`src/rtl/pl_rf_pkg.sv`:
```
// Shared widths and types for the multi-port pipeline register file.
package pl_rf_pkg;
  localparam int unsigned RF_DATA_W = 32;
  localparam int unsigned RF_ADDR_W = 5;

  typedef logic [RF_ADDR_W-1:0] rf_addr_t;
  typedef logic [RF_DATA_W-1:0] rf_data_t;
endpackage

```
`src/rtl/pl_reg_file_mp_if.sv`:
```
// Decode/WB-side bundle of the multi-port register file.
// The master is the pipeline and the slave is the register file.
interface pl_reg_file_mp_if
  import pl_rf_pkg::*;
#(
  parameter int unsigned DATA_W = RF_DATA_W,
  parameter int unsigned ADDR_W = RF_ADDR_W,
  parameter int unsigned NUM_RD = 2,
  parameter int unsigned NUM_WR = 2
);
  logic                           enable;
  logic [NUM_RD-1:0][ADDR_W-1:0]  rd_addr;
  logic [NUM_RD-1:0][DATA_W-1:0]  rd_data;
  logic [NUM_RD-1:0]              rd_busy;
  logic [NUM_WR-1:0]              wr_en;
  logic [NUM_WR-1:0][ADDR_W-1:0]  wr_addr;
  logic [NUM_WR-1:0][DATA_W-1:0]  wr_data;
  logic                           busy_set;
  logic [ADDR_W-1:0]              busy_addr;
  logic                           any_busy;

  modport master (
    output enable, rd_addr, wr_en, wr_addr, wr_data, busy_set, busy_addr,
    input  rd_data, rd_busy, any_busy
  );

  modport slave (
    input  enable, rd_addr, wr_en, wr_addr, wr_data, busy_set, busy_addr,
    output rd_data, rd_busy, any_busy
  );
endinterface

```
`src/rtl/pl_reg_file_mp_bypass_mux.sv`:
```
// Per-read-port forwarding match: the highest-index enabled write to the read
// address wins and is returned with a hit flag.
module pl_rf_bypass_mux
  import pl_rf_pkg::*;
#(
  parameter int unsigned DATA_W   = RF_DATA_W,
  parameter int unsigned ADDR_W   = RF_ADDR_W,
  parameter int unsigned NUM_WR   = 2,
  parameter int unsigned ZERO_REG = 1
) (
  input  logic                          i_enable,
  input  logic [NUM_WR-1:0]             i_wr_en,
  input  logic [NUM_WR-1:0][ADDR_W-1:0] i_wr_addr,
  input  logic [NUM_WR-1:0][DATA_W-1:0] i_wr_data,
  input  logic [ADDR_W-1:0]             i_rd_addr,
  output logic                          o_hit,
  output logic [DATA_W-1:0]             o_data
);
  logic w_zero;

  always_comb begin
    w_zero = (ZERO_REG != 0) && (i_rd_addr == '0);
    o_hit  = 1'b0;
    o_data = '0;
    // Ascending scan so the later (higher-index) port overrides earlier hits.
    for (int unsigned k = 0; k < NUM_WR; k++) begin
      if (i_enable && i_wr_en[k] && (i_wr_addr[k] == i_rd_addr) && !w_zero) begin
        o_hit  = 1'b1;
        o_data = i_wr_data[k];
      end
    end
  end
endmodule

```
`src/rtl/pl_reg_file_mp.sv`:
```
// Multi-port ID-stage register file with write-to-read bypass, optional
// hardwired zero register and a per-register busy scoreboard.
module pl_reg_file_mp
  import pl_rf_pkg::*;
#(
  parameter int unsigned DATA_W   = RF_DATA_W,
  parameter int unsigned ADDR_W   = RF_ADDR_W,
  parameter int unsigned NUM_RD   = 2,
  parameter int unsigned NUM_WR   = 2,
  parameter int unsigned ZERO_REG = 1
) (
  input logic            clk,
  input logic            reset,
  pl_reg_file_mp_if.slave bus
);
  localparam int unsigned DEPTH = 1 << ADDR_W;

  if (NUM_RD < 1 || NUM_RD > 4) begin : g_bad_num_rd
    $error("pl_reg_file_mp: NUM_RD must be 1..4");
  end
  if (NUM_WR < 1 || NUM_WR > 2) begin : g_bad_num_wr
    $error("pl_reg_file_mp: NUM_WR must be 1..2");
  end

  logic [DATA_W-1:0]             r_mem [DEPTH];
  logic [DEPTH-1:0]              r_busy;
  logic [DEPTH-1:0]              w_busy_next;
  logic [NUM_WR-1:0]             w_commit;
  logic [NUM_RD-1:0]             w_hit;
  logic [NUM_RD-1:0][DATA_W-1:0] w_byp_data;

  always_comb begin
    for (int unsigned k = 0; k < NUM_WR; k++) begin
      w_commit[k] = bus.enable && bus.wr_en[k] &&
                    !((ZERO_REG != 0) && (bus.wr_addr[k] == '0));
    end
  end

  // Same-address writes: the later loop iteration's NBA wins.
  always_ff @(posedge clk) begin
    if (reset) begin
      for (int unsigned i = 0; i < DEPTH; i++) begin
        r_mem[i] <= '0;
      end
    end else begin
      for (int unsigned k = 0; k < NUM_WR; k++) begin
        if (w_commit[k]) begin
          r_mem[bus.wr_addr[k]] <= bus.wr_data[k];
        end
      end
    end
  end

  // Clears applied before the set so a new producer overrides the completing one.
  always_comb begin
    w_busy_next = r_busy;
    for (int unsigned k = 0; k < NUM_WR; k++) begin
      if (w_commit[k]) begin
        w_busy_next[bus.wr_addr[k]] = 1'b0;
      end
    end
    if (bus.busy_set && !((ZERO_REG != 0) && (bus.busy_addr == '0))) begin
      w_busy_next[bus.busy_addr] = 1'b1;
    end
  end

  always_ff @(posedge clk) begin
    if (reset) begin
      r_busy <= '0;
    end else if (bus.enable) begin
      r_busy <= w_busy_next;
    end
  end

  for (genvar p = 0; p < NUM_RD; p++) begin : g_rd
    pl_rf_bypass_mux #(
      .DATA_W   (DATA_W),
      .ADDR_W   (ADDR_W),
      .NUM_WR   (NUM_WR),
      .ZERO_REG (ZERO_REG)
    ) u_byp (
      .i_enable  (bus.enable),
      .i_wr_en   (bus.wr_en),
      .i_wr_addr (bus.wr_addr),
      .i_wr_data (bus.wr_data),
      .i_rd_addr (bus.rd_addr[p]),
      .o_hit     (w_hit[p]),
      .o_data    (w_byp_data[p])
    );
  end

  always_comb begin
    for (int unsigned p = 0; p < NUM_RD; p++) begin
      if ((ZERO_REG != 0) && (bus.rd_addr[p] == '0)) begin
        bus.rd_data[p] = '0;
        bus.rd_busy[p] = 1'b0;
      end else begin
        bus.rd_data[p] = w_hit[p] ? w_byp_data[p] : r_mem[bus.rd_addr[p]];
        bus.rd_busy[p] = r_busy[bus.rd_addr[p]] && !w_hit[p];
      end
    end
    bus.any_busy = |r_busy;
  end
endmodule

```
`src/flat_wrapper.sv`:
```
// flat-port wrapper written by rule: the top's interface ports become plain ports
module pl_reg_file_mp_flat import pl_rf_pkg::*;
#(
  parameter int unsigned DATA_W   = RF_DATA_W,
  parameter int unsigned ADDR_W   = RF_ADDR_W,
  parameter int unsigned NUM_RD   = 2,
  parameter int unsigned NUM_WR   = 2,
  parameter int unsigned ZERO_REG = 1
)
  (clk, reset, bus_enable, bus_rd_addr, bus_wr_en, bus_wr_addr, bus_wr_data, bus_busy_set, bus_busy_addr, bus_rd_data, bus_rd_busy, bus_any_busy);
  pl_reg_file_mp_if #(.DATA_W(DATA_W), .ADDR_W(ADDR_W), .NUM_RD(NUM_RD), .NUM_WR(NUM_WR)) bus_i ();
  input logic clk;
  input logic reset;
  input wire logic [$bits(bus_i.enable)-1:0] bus_enable;
  input wire logic [$bits(bus_i.rd_addr)-1:0] bus_rd_addr;
  input wire logic [$bits(bus_i.wr_en)-1:0] bus_wr_en;
  input wire logic [$bits(bus_i.wr_addr)-1:0] bus_wr_addr;
  input wire logic [$bits(bus_i.wr_data)-1:0] bus_wr_data;
  input wire logic [$bits(bus_i.busy_set)-1:0] bus_busy_set;
  input wire logic [$bits(bus_i.busy_addr)-1:0] bus_busy_addr;
  output wire logic [$bits(bus_i.rd_data)-1:0] bus_rd_data;
  output wire logic [$bits(bus_i.rd_busy)-1:0] bus_rd_busy;
  output wire logic [$bits(bus_i.any_busy)-1:0] bus_any_busy;
  assign bus_i.enable = bus_enable;
  assign bus_i.rd_addr = bus_rd_addr;
  assign bus_i.wr_en = bus_wr_en;
  assign bus_i.wr_addr = bus_wr_addr;
  assign bus_i.wr_data = bus_wr_data;
  assign bus_i.busy_set = bus_busy_set;
  assign bus_i.busy_addr = bus_busy_addr;
  assign bus_rd_data = bus_i.rd_data;
  assign bus_rd_busy = bus_i.rd_busy;
  assign bus_any_busy = bus_i.any_busy;
  pl_reg_file_mp #(.DATA_W(DATA_W), .ADDR_W(ADDR_W), .NUM_RD(NUM_RD), .NUM_WR(NUM_WR), .ZERO_REG(ZERO_REG)) u_core (.clk(clk), .reset(reset), .bus(bus_i));
endmodule
```
`config.mk`:
```
export PLATFORM = sky130hd
export DESIGN_NAME = pl_reg_file_mp_flat
export DESIGN_NICKNAME = d
export VERILOG_FILES = /design/src/rtl/pl_rf_pkg.sv /design/src/rtl/pl_reg_file_mp_if.sv /design/src/rtl/pl_reg_file_mp_bypass_mux.sv /design/src/rtl/pl_reg_file_mp.sv /design/src/flat_wrapper.sv
export SDC_FILE = /design/constraint.sdc
export NUM_CORES = 2
export LEC_CHECK = 0
export ABC_CLOCK_PERIOD_IN_PS = 4900
export CAP_MARGIN = 10
export CORE_ASPECT_RATIO = 1.75
export CORE_MARGIN = 2
export CORE_UTILIZATION = 65
export CTS_CLUSTER_DIAMETER = 30
export DETAILED_ROUTE_END_ITERATION = 8
export GPL_TIMING_DRIVEN = 0
export PLACE_DENSITY = 0.83
export SLEW_MARGIN = 20
export SYNTH_ARGS = -nofsm -noshare
export SYNTH_HDL_FRONTEND = slang
export SYNTH_SLANG_ARGS = --single-unit
```
`constraint.sdc`:
```
create_clock -name clk -period 4.9 [get_ports clk]
set_input_delay 0.98 -clock clk [delete_from_list [all_inputs] [get_ports clk]]
set_output_delay 0.98 -clock clk [all_outputs]
set_load 0.005 [all_outputs]
```
==> impl_metrics.sql, run 1 <==
INSERT INTO impl_metrics (metric_group, metric, value, unit) VALUES
('outcome', 'outcome', 'stopped before the end', ''),
('outcome', 'failed_stage', 'global routing (5_1_grt)', ''),
('outcome', 'firstError', '[ERROR GRT-0116] Global routing finished with congestion. Check the congestion regions in the DRC Viewer.', ''),
('clocking', 'clock_sinks', '1056', ''),
('yosys', 'ys_dominant_reg_cell', 'edfxtp_1', ''),
('yosys', 'synth_cells', '4153', ''),
('yosys', 'mappedNetlistArea', '0.0612', 'mm^2'),
('yosys', 'synth_area_leaders', 'edfxtp_1 50%, mux4_2 21%, a22o_1 15%, clkbuf_1 2.5%, buf_2 1.5%', ''),
('place', 'place_worst_setup_slack', '-1.82', 'ns'),
('yosys', 'async_reset_ff_share', '0', '%'),
('floorplan', 'die_width', '236', 'um'),
('yosys', 'ys_types', '53', ''),
('clocking', 'clock_path_buffers', '3', ''),
('place', 'placement.io_buffers', '120', ''),
('clocking', 'h-tree-depth', '4', ''),
('place', 'dp_hpwl', '253', 'mm'),
('yosys', 'synth.yosys.seq_area_share', '51.3', '%'),
('yosys', 'ys.warnings.count', '0', ''),
('floorplan', 'rows', '149', ''),
('global_route', 'first_global_vias', '66600', ''),
('floorplan', 'initial_core_util', '65.3', '%'),
('place', 'place.detailed.instances', '5592', ''),
('yosys', 'post_synth.cell_area_avg', '14.7', 'um^2'),
('clocking', 'hold_buffers', '0', ''),
('floorplan', 'die_h', '410', 'um'),
('global_route', 'final_global_route_overflow_total', '1082', ''),
('place', 'placer_congestion', '1.19', ''),
('floorplan', 'top_level_ports', '162', ''),
('yosys', 'ys_seq_elements', '1056', ''),
('yosys', 'netlist.area_leader.share', '50.2', '%'),
('clocking', 'ctsRootBufferMaster', 'clkbuf_16', ''),
('global_route', 'first_pass_grt_wire_length', '600', 'mm'),
('clocking', 'cts-buffers-inserted', '135', ''),
('global_route', 'maximum_number_of_pins_on_one_net_before_global_route_repair', '31', ''),
('yosys', 'number_of_flops_mapped_to_enable_cells_by_yosys', '1024', ''),
('yosys', 'synth_largest_area_cell', 'edfxtp_1', ''),
('global_route', 'grt_use_total', '89.5', '%');
kinds of logic after synthesis:
kind of cell	after synthesis	share of synthesized area [%]
multiplexers	586	21.1
AO/OA/AOI/OAI	1336	18.4
XOR/XNOR	14	0.200
buffers and inverters	676	4.73
flip-flops	1056	51.3
AND/OR/NAND/NOR	484	4.30
other	1	0.00612
per-layer routing:
metal  GRT overflow  global-route usage (%)
met3            117                    81.2
met4            396                    91.2
met5             13                    62.8
met2            458                    98.6
met1             98                    88.8
synthesized netlist by cell type, types with 30 or more instances:
master / instances
a221oi_1: 30
a22oi_1: 97
mux4_2: 563
nor4_1: 68
o22ai_1: 38
nand2_1: 32
a22o_1: 1021
nand2b_1: 35
buf_2: 186
and2_1: 37
dfxtp_1: 32
nor3_1: 92
nor2_1: 110
nand3_1: 32
clkbuf_1: 407
edfxtp_1: 1024
buf_1: 45
o21ai_0: 34
a221o_1: 31
per-stage QoR:
| stage | instance area, um^2 | hold WS [ns] |
|---|---|---|
| floorplan | 61400 | 0.468 |
| global placement | 64100 | 0.502 |
| detailed placement | 66000 | 0.516 |
| CTS | 72400 | 0.527 |
repair_timing:
item                                    4_1_cts
endpoints found under the setup margin       66
pin swaps                                    17
resized for setup                           456
buffers inserted                             11
gates cloned                                  1
==> inputs of run 2 (changes only) <==
Settings changed: CORE_ASPECT_RATIO 1.75 to unset, CORE_UTILIZATION 65 to 40, CTS_CLUSTER_DIAMETER 30 to unset, PLACE_DENSITY 0.83 to unset, PLACE_DENSITY_LB_ADDON set to 0.15.
==> impl_metrics.sql, run 2 <==
INSERT INTO impl_metrics (metric_group, metric, value, unit) VALUES
('outcome', 'outcome', 'finished with violations', ''),
('outcome', 'failed_checks', 'negative setup slack', ''),
('global_route', 'first_pass_grt_wire_length', '479', 'mm'),
('floorplan', 'initial_core_util', '40.3', '%'),
('drt', 'drt-total-wl', '372', 'mm'),
('power', 'power.share.switching', '29.5', '%'),
('place', 'dp_hpwl', '265', 'mm'),
('clocking', 'cts-buffers-inserted', '121', ''),
('clocking', 'clock_path_buffers', '3', ''),
('sta', 'timing.final.crit_period', '5.06', 'ns'),
('sta', 'tightest_slew', '1.39', 'ns'),
('place', 'placement.io_buffers', '120', ''),
('layout', 'flip_flop_count_of_the_largest_register_all_copies_and_words_added', '1024', ''),
('yosys', 'ys_types', '53', ''),
('critical_path', 'regToRegSetupSlack', '4.18', 'ns'),
('power', 'power.sequential.fraction', '43.7', '%'),
('global_route', 'maximum_number_of_pins_on_one_net_before_global_route_repair', '33', ''),
('place', 'post_dp_cell_area', '0.0673', 'mm^2'),
('critical_path', 'worstSetupStartpointType', 'primary input', ''),
('clocking', 'worst_skew_pair.late_latency', '0.76', 'ns'),
('critical_path', 'reg2reg_to', 'u_core.r_busy[4]', ''),
('critical_path', 'arrival', '4.08', 'ns'),
('power', 'power.clock.fraction', '38.9', '%'),
('layout', 'fillCellCount', '13200', ''),
('critical_path', 'crit-reg2reg-launch', 'u_core.r_busy[4]', ''),
('critical_path', 'crit_path_max_fanout', '10', ''),
('layout', 'biggestRegsByFlops', 'u_core.r_mem x1024, u_core.r_busy x32', ''),
('sta', 'slew-limit-headroom', '7.07', '%'),
('yosys', 'ys_dominant_reg_cell', 'edfxtp_1', ''),
('critical_path', 'worstPathBufferInverterCount', '4', ''),
('sta', 'setup_slack_after_layout', '-0.160', 'ns'),
('clocking', 'clock_sinks', '1056', ''),
('drt', 'drt_pre_antenna_iters', '9', ''),
('yosys', 'synth.yosys.seq_area_share', '51.3', '%'),
('power', 'totalPowerFinal', '24500', 'uW'),
('layout', 'layout_common_cells', '1,024 x edfxtp_1, 1,021 x a22o_1, 563 x mux4_2, 314 x clkbuf_1, 128 x clkbuf_16', ''),
('yosys', 'ys.warnings.count', '0', ''),
('sta', 'fmax', '198', 'MHz'),
('floorplan', 'top_level_ports', '162', ''),
('floorplan', 'die_area', '0.156', 'mm^2'),
('floorplan', 'rows', '143', ''),
('global_route', 'grt_antenna_before_repair', '38', ''),
('critical_path', 'critPathMaxStageDelay', '0.56', 'ns'),
('drt', 'first_iter_violations', '10800', ''),
('yosys', 'synth_cells', '4153', ''),
('layout', 'final_common_cell', 'edfxtp_1', ''),
('layout', 'multi_input_logic_area', '0.0285', 'mm^2'),
('sta', 'final_period_util', '103', '%'),
('clocking', 'clock_tree_from_tritoncts', 'yes', ''),
('power', 'total_leakage_power', '0.0249', 'uW'),
('layout', 'syn_to_final_growth', '20.5', '%'),
('clocking', 'h-tree-depth', '3', ''),
('critical_path', 'cpMaxStageDelayCell', 'and2_2', ''),
('global_route', 'final_global_route_overflow_total', '0', ''),
('sta', 'fin_skew', '0', 'ns'),
('yosys', 'netlist.area_leader.share', '50.2', '%'),
('sta', 'unrepaired_setup_endpoints_after_global_routing', 'true', ''),
('clocking', 'ctsRootBufferMaster', 'clkbuf_16', ''),
('global_route', 'grt_use_total', '46.6', '%'),
('drt', 'route.detailed.wl_per_inst', '55.4', 'um'),
('layout', 'final_standard_cell_area_without_fillers', '0.0738', 'mm^2'),
('power', 'cell_internal_pwr', '17300', 'uW'),
('power', 'combinationalPowerShare', '17.4', '%'),
('power', 'power_density', '332', 'mW/mm^2'),
('yosys', 'async_reset_ff_share', '0', '%'),
('floorplan', 'die_h', '395', 'um'),
('worst_hold_path', 'hold_end', 'u_core.r_busy[0]', ''),
('clocking', 'clock_pin_transition_on_the_worst_setup_and_hold_timing_paths', '0.06', 'ns'),
('drt', 'drt.antenna.violating_nets', '0', ''),
('yosys', 'synthTopCellsByCount', '1,024 x edfxtp_1, 1,021 x a22o_1, 563 x mux4_2, 407 x clkbuf_1, 186 x buf_2', ''),
('critical_path', 'sort_of_element_at_the_end_of_the_critical_path', 'primary output', ''),
('sta', 'hold_slack', '0.523', 'ns'),
('critical_path', 'r2r_cells', '2', ''),
('yosys', 'synth_largest_area_cell', 'edfxtp_1', ''),
('layout', 'seq_area', '0.0314', 'mm^2'),
('global_route', 'first_global_vias', '50300', ''),
('critical_path', 'path_cells', 'clkdlybuf4s15_1 -> buf_4 -> and2_2 -> clkbuf_4 -> a22oi_1 -> nand3_1 -> a221o_1 -> clkdlybuf4s50_1', ''),
('yosys', 'synth_area_leaders', 'edfxtp_1 50%, mux4_2 21%, a22o_1 15%, clkbuf_1 2.5%, buf_2 1.5%', ''),
('drt', 'via_per_inst', '8.10', ''),
('layout', 'final_layout_size_suffix_gt1_share', '30.6', '%'),
('sta', 'report.final.hold_viol_count', '0', ''),
('layout', 'registers.top_by_ff_count', 'u_core.r_mem', ''),
('yosys', 'post_synth.cell_area_avg', '14.7', 'um^2'),
('yosys', 'number_of_flops_mapped_to_enable_cells_by_yosys', '1024', ''),
('yosys', 'ys_seq_elements', '1056', ''),
('sta', 'report.final.slew_viol_count', '0', ''),
('worst_hold_path', 'hold_path_startpoint', 'u_core.r_busy[0]', ''),
('yosys', 'cell_with_the_most_instances_after_synthesis', 'edfxtp_1', ''),
('floorplan', 'die_width', '395', 'um'),
('power', 'vdd_drop_max', '0.320', 'mV'),
('drt', 'remaining_drc_errors', '0', ''),
('place', 'place_worst_setup_slack', '-1.80', 'ns'),
('critical_path', 'cp_top_family', 'buffers and inverters', ''),
('critical_path', 'critical_path_class', 'primary input to primary output', ''),
('floorplan', 'design.core.area', '0.152', 'mm^2'),
('layout', 'finish.net_count', '4639', ''),
('worst_hold_path', 'hold_path_depth', '1', ''),
('sta', 'setup-violations-final', '30', ''),
('drt', 'route.vias.total', '54400', ''),
('yosys', 'mappedNetlistArea', '0.0612', 'mm^2'),
('place', 'placer_congestion', '1.05', ''),
('clocking', 'hold_buffers', '0', ''),
('critical_path', 'worstPathRequired', '3.92', 'ns'),
('power', 'netSwitchingPower', '7240', 'uW'),
('job', 'drv_cap', '0', ''),
('worst_hold_path', 'hold_class', 'flip-flop to flip-flop', '');
-- run 2: cell counts after synthesis --
No cell type changed its count.
-- run 2: cell type report --
type / count / area share [%]
clock buffers: 147 / 4.31
inverters: 9 / 0.0492
multi-input cells: 2452 / 38.6
diodes: 42 / 0.142
clock inverters: 81 / 1.06
plain buffers: 661 / 5.74
repair buffers: 243 / 4.09
well taps: 2030 / 3.44
flip-flops and latches: 1056 / 42.5
-- run 2: worst max path at each step --
stage | startpoint | end | cells after the start
4_1_cts | bus_rd_addr[0] | bus_rd_data[10] | 9
3_5_place_dp | bus_rd_addr[9] | bus_rd_data[47] | 9
2_1_floorplan | bus_rd_addr[5] | bus_rd_data[62] | 7
5_1_grt | bus_rd_addr[0] | bus_rd_data[11] | 9
6_report | bus_rd_addr[8] | bus_rd_data[41] | 8
3_3_place_gp | bus_rd_addr[1] | bus_rd_data[14] | 9
-- run 2: power by group through the flow --
stage               logic [uW]  clock network (uW)  registers (uW)
CTS                       3920                9340           10700
detailed placement        3730                   0           10900
global placement          3570                   0           10900
global route              4170                9660           10700
finish                    4270                9530           10700
floorplan                 1870                   0           10700
-- run 2: kinds of logic after synthesis --
group	count (synthesis)	share of synthesized area, %
buf+inv	676	4.73
simple gates	484	4.30
flops	1056	51.3
xor+xnor	14	0.200
mux	586	21.1
compound gates	1336	18.4
other cells	1	0.00612
-- run 2: repair_timing --
item,CTS,global route
gates cloned,1,0
setup endpoints to repair,66,60
pin swaps,15,11
resized for setup,484,125
buffers inserted,9,11
-- run 2: stage by stage --
step | TNS (ns) | cells | util, %
final | -1.76 | 6721 | 48.6
after global routing | -0.0382 | 6690 | 48.5
after CTS | -1.52 | 6668 | 48.1
after detailed placement | -95.26 | 6436 | 44.3
after global placement | -1096.95 | 6334 | 42.9
after floorplan | 0 | 4184 | -
-- run 2: routing by layer --
metal	up-vias	part of all wire (%)	GRT usage, %
li1	18700	-	-
met1	27800	32	52.8
met2	6080	41	64.8
met3	1870	17	25.8
met4	36	9.8	35.7
met5	-	0.33	4.50
(Power assumes the default switching activity.)
